===== src/rtl/uart_transmitter.sv =====
`default_nettype none
// +--------------------------------------------------------------------------+
// | uart_transmitter: 8N1 UART serial transmitter, LSB first; optional even   |
// | parity bit when UART_TX_PARITY_EN is defined.      Revision: 1.0          |
// +--------------------------------------------------------------------------+
module uart_transmitter #(
    parameter int CLKS_PER_BIT = 217
) (
    input  logic       clk,
    input  logic       rst,
    input  logic       tx_start,
    input  logic [7:0] tx_data,
    output logic       tx_busy,
    output logic       tx_done,
    output logic       uart_txd
);

    localparam int              c_CW      = (CLKS_PER_BIT > 1) ? $clog2(CLKS_PER_BIT) : 1;
    localparam logic [c_CW-1:0] c_CNT_MAX = c_CW'(CLKS_PER_BIT - 1);

    localparam logic [2:0] c_IDLE   = 3'd0;
    localparam logic [2:0] c_START  = 3'd1;
    localparam logic [2:0] c_DATA   = 3'd2;
    localparam logic [2:0] c_STOP   = 3'd3;
`ifdef UART_TX_PARITY_EN
    localparam logic [2:0] c_PARITY = 3'd4;
`endif

    logic [2:0]      state_q, state_d;
    logic [c_CW-1:0] cnt_q, cnt_d;
    logic [2:0]      bit_idx_q, bit_idx_d;
    logic [7:0]      shreg_q, shreg_d;
    logic            txd_q, txd_d;
    logic            busy_q, busy_d;
    logic            done_q, done_d;
`ifdef UART_TX_PARITY_EN
    logic            parity_q, parity_d;
`endif
    logic            w_last;

    assign w_last = (cnt_q == c_CNT_MAX);

    always_comb begin
        state_d   = state_q;
        bit_idx_d = bit_idx_q;
        shreg_d   = shreg_q;
`ifdef UART_TX_PARITY_EN
        parity_d  = parity_q;
`endif
        // Counter is held at zero while idle and wraps on each bit boundary,
        // which coincides with every state change.
        cnt_d = (state_q == c_IDLE || w_last) ? '0 : cnt_q + 1'b1;

        case (state_q)
            c_IDLE: begin
                if (tx_start) begin
                    state_d   = c_START;
                    shreg_d   = tx_data;
                    bit_idx_d = 3'd0;
`ifdef UART_TX_PARITY_EN
                    parity_d  = ^tx_data;
`endif
                end
            end
            c_START: begin
                if (w_last) state_d = c_DATA;
            end
            c_DATA: begin
                if (w_last) begin
                    shreg_d   = {1'b0, shreg_q[7:1]};
                    bit_idx_d = bit_idx_q + 3'd1;
                    if (bit_idx_q == 3'd7) begin
`ifdef UART_TX_PARITY_EN
                        state_d = c_PARITY;
`else
                        state_d = c_STOP;
`endif
                    end
                end
            end
`ifdef UART_TX_PARITY_EN
            c_PARITY: begin
                if (w_last) state_d = c_STOP;
            end
`endif
            c_STOP: begin
                if (w_last) state_d = c_IDLE;
            end
            default: state_d = c_IDLE;
        endcase

        // Line level is a function of the upcoming state so the pin is registered.
        case (state_d)
            c_START:  txd_d = 1'b0;
            c_DATA:   txd_d = shreg_d[0];
`ifdef UART_TX_PARITY_EN
            c_PARITY: txd_d = parity_q;
`endif
            default:  txd_d = 1'b1;
        endcase

        busy_d = (state_d != c_IDLE);
        done_d = (state_q == c_STOP) && w_last;
    end

    always_ff @(posedge clk) begin
        if (rst) begin
            state_q   <= c_IDLE;
            cnt_q     <= '0;
            bit_idx_q <= 3'd0;
            shreg_q   <= 8'd0;
            txd_q     <= 1'b1;
            busy_q    <= 1'b0;
            done_q    <= 1'b0;
`ifdef UART_TX_PARITY_EN
            parity_q  <= 1'b0;
`endif
        end else begin
            state_q   <= state_d;
            cnt_q     <= cnt_d;
            bit_idx_q <= bit_idx_d;
            shreg_q   <= shreg_d;
            txd_q     <= txd_d;
            busy_q    <= busy_d;
            done_q    <= done_d;
`ifdef UART_TX_PARITY_EN
            parity_q  <= parity_d;
`endif
        end
    end

    assign uart_txd = txd_q;
    assign tx_busy  = busy_q;
    assign tx_done  = done_q;

endmodule
`default_nettype wire


===== config.mk =====
export PLATFORM = sky130hd
export DESIGN_NAME = uart_transmitter
export DESIGN_NICKNAME = d
export VERILOG_FILES = /design/src/rtl/uart_transmitter.sv
export SDC_FILE = /design/constraint.sdc
export NUM_CORES = 1
export LEC_CHECK = 0
export ABC_AREA = 1
export BUFFER_PORTS_ARGS = -buffer_cell sky130_fd_sc_hd__buf_4
export CORE_ASPECT_RATIO = 1.25
export CORE_MARGIN = 3
export CORE_UTILIZATION = 59
export CTS_CLUSTER_SIZE = 20
export DETAILED_ROUTE_END_ITERATION = 16
export GPL_TIMING_DRIVEN = 0
export PLACE_DENSITY = 0.88
export SLEW_MARGIN = 10
export SYNTH_ARGS = -nofsm -noshare
export SYNTH_HDL_FRONTEND = slang
export SYNTH_SLANG_ARGS = --single-unit

===== constraint.sdc =====
create_clock -name clk -period 2.6 [get_ports clk]
set_input_delay 0.39 -clock clk [delete_from_list [all_inputs] [get_ports clk]]
set_output_delay 0.39 -clock clk [all_outputs]
set_load 0.01 [all_outputs]

==> parameters.txt <==
Parameter                              Value

Synthesis
  Top area cells in the synthesized netlist    sky130_fd_sc_hd__dfxtp_1 44%, sky130_fd_sc_hd__nand2_1 7.5%, sky130_fd_sc_hd__a21oi_1 6.5%
  Number of storage elements in the synthesis netlist    25
  Syn avg cell area    7.86 um^2
  Number of instances in the synthesized netlist    146
  Distinct cells, synth    25
  Part of the Yosys area used for sequential elements    0.436
  Total standard cell area after synthesis    1150 um^2
  Yosys warns    0
  Nets in the synthesized netlist    161
  Area share of the largest cell type after synthesis    0.436
  Cell accounting for the most synthesized area    sky130_fd_sc_hd__dfxtp_1

Global route
  Final global-route overflow total    0
  Most utilized layer in the global route result    met2
  Met3 usage in global routing    0.0423
  Met2 global-route usage    0.303
  Number of antenna violations at the first check in global routing    0
  First-pass GRT wire length    3480 um
  Pin count of the biggest net entering global routing    15
  Met1 global-route usage    0.191
  All-layer global routing usage    0.181
  Vias in the first global route    911

Worst setup path
  Crit path depth    9
  Data arrival time of the critical path    1.71 ns
  Maximum net fanout on the critical path    10
  Worst Reg-to-Reg Cells    9
  Highest cell delay on the worst timing path    0.34 ns
  Terminus of the critical flop-to-flop path    bit_idx_q[2]
  Worst setup path endpoint    bit_idx_q[2]
  Startpoint of the worst register-to-register path    cnt_q[0]
  Startpoint Class    flip-flop
  Cell with the largest stage delay on the worst path    sky130_fd_sc_hd__dfxtp_1
  Slack of the worst reg-to-reg path    1.12 ns
  Worst path buffer plus inverter count    2
  Launching instance or port of the critical path    cnt_q[0]
  Cell family with the largest share of critical-path delay    simple AND/OR/NAND/NOR gates
  Worst-path cell chain    inv_1 > ha_1 > nand2_1 > nor2_4 > nand3_1 > nand2_2 > inv_4 > a21oi_1 > nor2_1
  Type of the setup path with the least slack    reg -> reg
  Capturing element type of the critical path    flip-flop
  WP data required    2.83 ns

Final layout
  Fillcell total    133
  Area growth syn-to-layout    12.3%
  ANT cells    0
  Final non-filler cell area    1290 um^2
  Final #Nets    178
  Layout Cells excl Fill    181
  Fraction of final layout cells with drive strength greater than 1    0.198

Drt
  Post-detailed-route via-to-cell ratio    5.38
  Number of detailed-routing iterations run before antenna repair    4
  Total length of routed wires    2040 um
  Post-detailed-route count of antenna-violating nets    0
  Wirelength per Cell    11.3 um
  Drt initial violations    24
  Routed vias    974
  DRC viols    0

Die
  DIE AREA    2510 um^2
  CORE AREA    1810 um^2
  FP Rows    17
  Effective utilization at floorplan    0.635
  Die Height    55.3 um
  Number of primary I/O pins    14
  Width of the die    45.4 um

STA
  Highest achievable clock rate    675 MHz
  Clock Skews    0.00787 ns
  Worst hold margin    0.323 ns
  Fin crit period    1.48 ns
  Setup Total Neg Slack    0 ns
  Pins over their slew limit    0
  Fraction of the cycle the final worst path needs    0.570
  Setup repair after global routing missed its margin    no
  Hold Violations, Final    0
  Final setup violating endpoints    0

CTS
  Quantity of hold-fixing buffers added after cts    0
  Clk Latency, worst-skew pair    0.32 ns
  Clock slew seen by the registers of the worst setup and hold paths    0.12 ns
  Clock Tree Buf Depth    2
  Total clock buffers created by CTS    3
  Sinks on the clock net    25
  Setup Fix Bufs, Post-CTS    0
  Clock Tree Root    sky130_fd_sc_hd__clkbuf_4
  Quantity of gates resized following cts    0
  CTS tree    yes
  CTS H-tree lvls    1

Power
  Power density cells    494 nW/um^2
  LEAKAGE    0.558 nW
  VDD IR-drop max    0.361 mV
  Post-layout total power    637 uW

Place
  Cell Area, Placed    1260 um^2
  GP Congestion    0.773
  I/O Buffers    12
  Number of cells after detailed placement    177
  HPWL after detailed placement    1600 um

Min path
  Class of the tightest hold or removal check    in -> reg
  Worst Hold Launch    tx_data[7]

Outcome
  Run status    finished clean

Job
  Max cap viols    0
==> flip-flops by register name, summed over array words and instances (netlist names) <==
name / cells
tx_done: 1
state_q: 3
tx_busy: 1
uart_txd: 1
bit_idx_q: 3
shreg_q: 8
cnt_q: 8
==> where the power goes <==
group	switching, mW	leakage [nW]	internal [mW]
Combinational	0.0344	0.336	0.0273
Clock	0.112	0.0177	0.0577
Sequential	0.00822	0.204	0.397
Total	0.154	0.558	0.482
==> cells by family after synthesis <==
family	after synthesis	share of synthesized area
flip-flops	25	0.436
AO/OA/AOI/OAI	26	0.138
other	1	0.00327
XOR/XNOR	1	0.00763
buffers and inverters	21	0.0709
adder cells (fa/ha/maj)	4	0.0436
AND/OR/NAND/NOR	68	0.300
==> layer usage <==
| layer | up-vias | routed length, um |
|---|---|---|
| met3 | 7 | 83 |
| met5 | - | 0 |
| met2 | 25 | 1060 |
| li1 | 505 | - |
| met4 | 0 | 61 |
| met1 | 437 | 830 |
==> layout make-up <==
type                    count  area [um^2]  share of cell area
plain buffers               1         3.75             0.00291
clock inverters             1         5.00             0.00388
inverters                  20         77.6              0.0602
clock buffers               3         22.5              0.0175
multi-input cells         100          566               0.439
well taps                  19         23.8              0.0184
repair buffers             12         90.1              0.0699
flip-flops and latches     25          500               0.388
==> cell usage after synthesis <==
| cell | count |
|---|---|
| sky130_fd_sc_hd__nor3_1 | 2 |
| sky130_fd_sc_hd__o21bai_4 | 1 |
| sky130_fd_sc_hd__a21oi_1 | 15 |
| sky130_fd_sc_hd__dfxtp_1 | 25 |
| sky130_fd_sc_hd__nand2_2 | 4 |
| sky130_fd_sc_hd__nand2_4 | 1 |
| sky130_fd_sc_hd__ha_1 | 4 |
| sky130_fd_sc_hd__nor2_4 | 3 |
| sky130_fd_sc_hd__nand4_1 | 4 |
| sky130_fd_sc_hd__nor3b_1 | 1 |
| sky130_fd_sc_hd__a22oi_1 | 6 |
| sky130_fd_sc_hd__or2_2 | 2 |
| sky130_fd_sc_hd__inv_1 | 18 |
| sky130_fd_sc_hd__nand3_1 | 8 |
| sky130_fd_sc_hd__conb_1 | 1 |
| sky130_fd_sc_hd__nand3_2 | 1 |
| sky130_fd_sc_hd__buf_1 | 1 |
| sky130_fd_sc_hd__xnor2_1 | 1 |
| sky130_fd_sc_hd__inv_4 | 1 |
| sky130_fd_sc_hd__nor2_2 | 1 |
| sky130_fd_sc_hd__nor2_1 | 17 |
| sky130_fd_sc_hd__nand2_1 | 23 |
| sky130_fd_sc_hd__o21ai_0 | 4 |
| sky130_fd_sc_hd__nand4_2 | 1 |
| sky130_fd_sc_hd__inv_2 | 1 |
==> cells in the final DEF, fill, tap and decap left out, drive strengths merged, types with 3 or more instances in the layout <==
cell type,count
clkbuf,3
nand2,28
o21ai,4
buf,13
nor2,21
dfxtp,25
nand3,9
a22oi,6
inv,20
a21oi,15
ha,4
nand4,5
==> metrics by stage <==
step | util | setup WS [ns]
5_1_grt | 0.713 | 0.987
2_1_floorplan | - | 1.29
6_report | 0.713 | 1.12
3_3_place_gp | 0.698 | 1.17
4_1_cts | 0.713 | 1.11
3_5_place_dp | 0.698 | 1.15
==> worst reg2reg max path: cells and delay by family (launching register included) <==
family                     cells  cell delay [ns]
AOI/OAI and AO/OA              1             0.15
adders and majority gates      1             0.16
buffers and inverters          2             0.16
DFF                            1             0.34
and+or+nand+nor                5             0.58
==> worst min-delay path by stage <==
stage | slack [ns] | cells after the start | end
floorplan | 0.42 | 1 | cnt_q[0]
detailed placement | 0.44 | 1 | cnt_q[0]
finish | 0.32 | 3 | shreg_q[7]
global route | 0.33 | 3 | shreg_q[7]
CTS | 0.32 | 3 | shreg_q[7]
global placement | 0.43 | 1 | cnt_q[0]
Power figures use the tool's default switching activity.
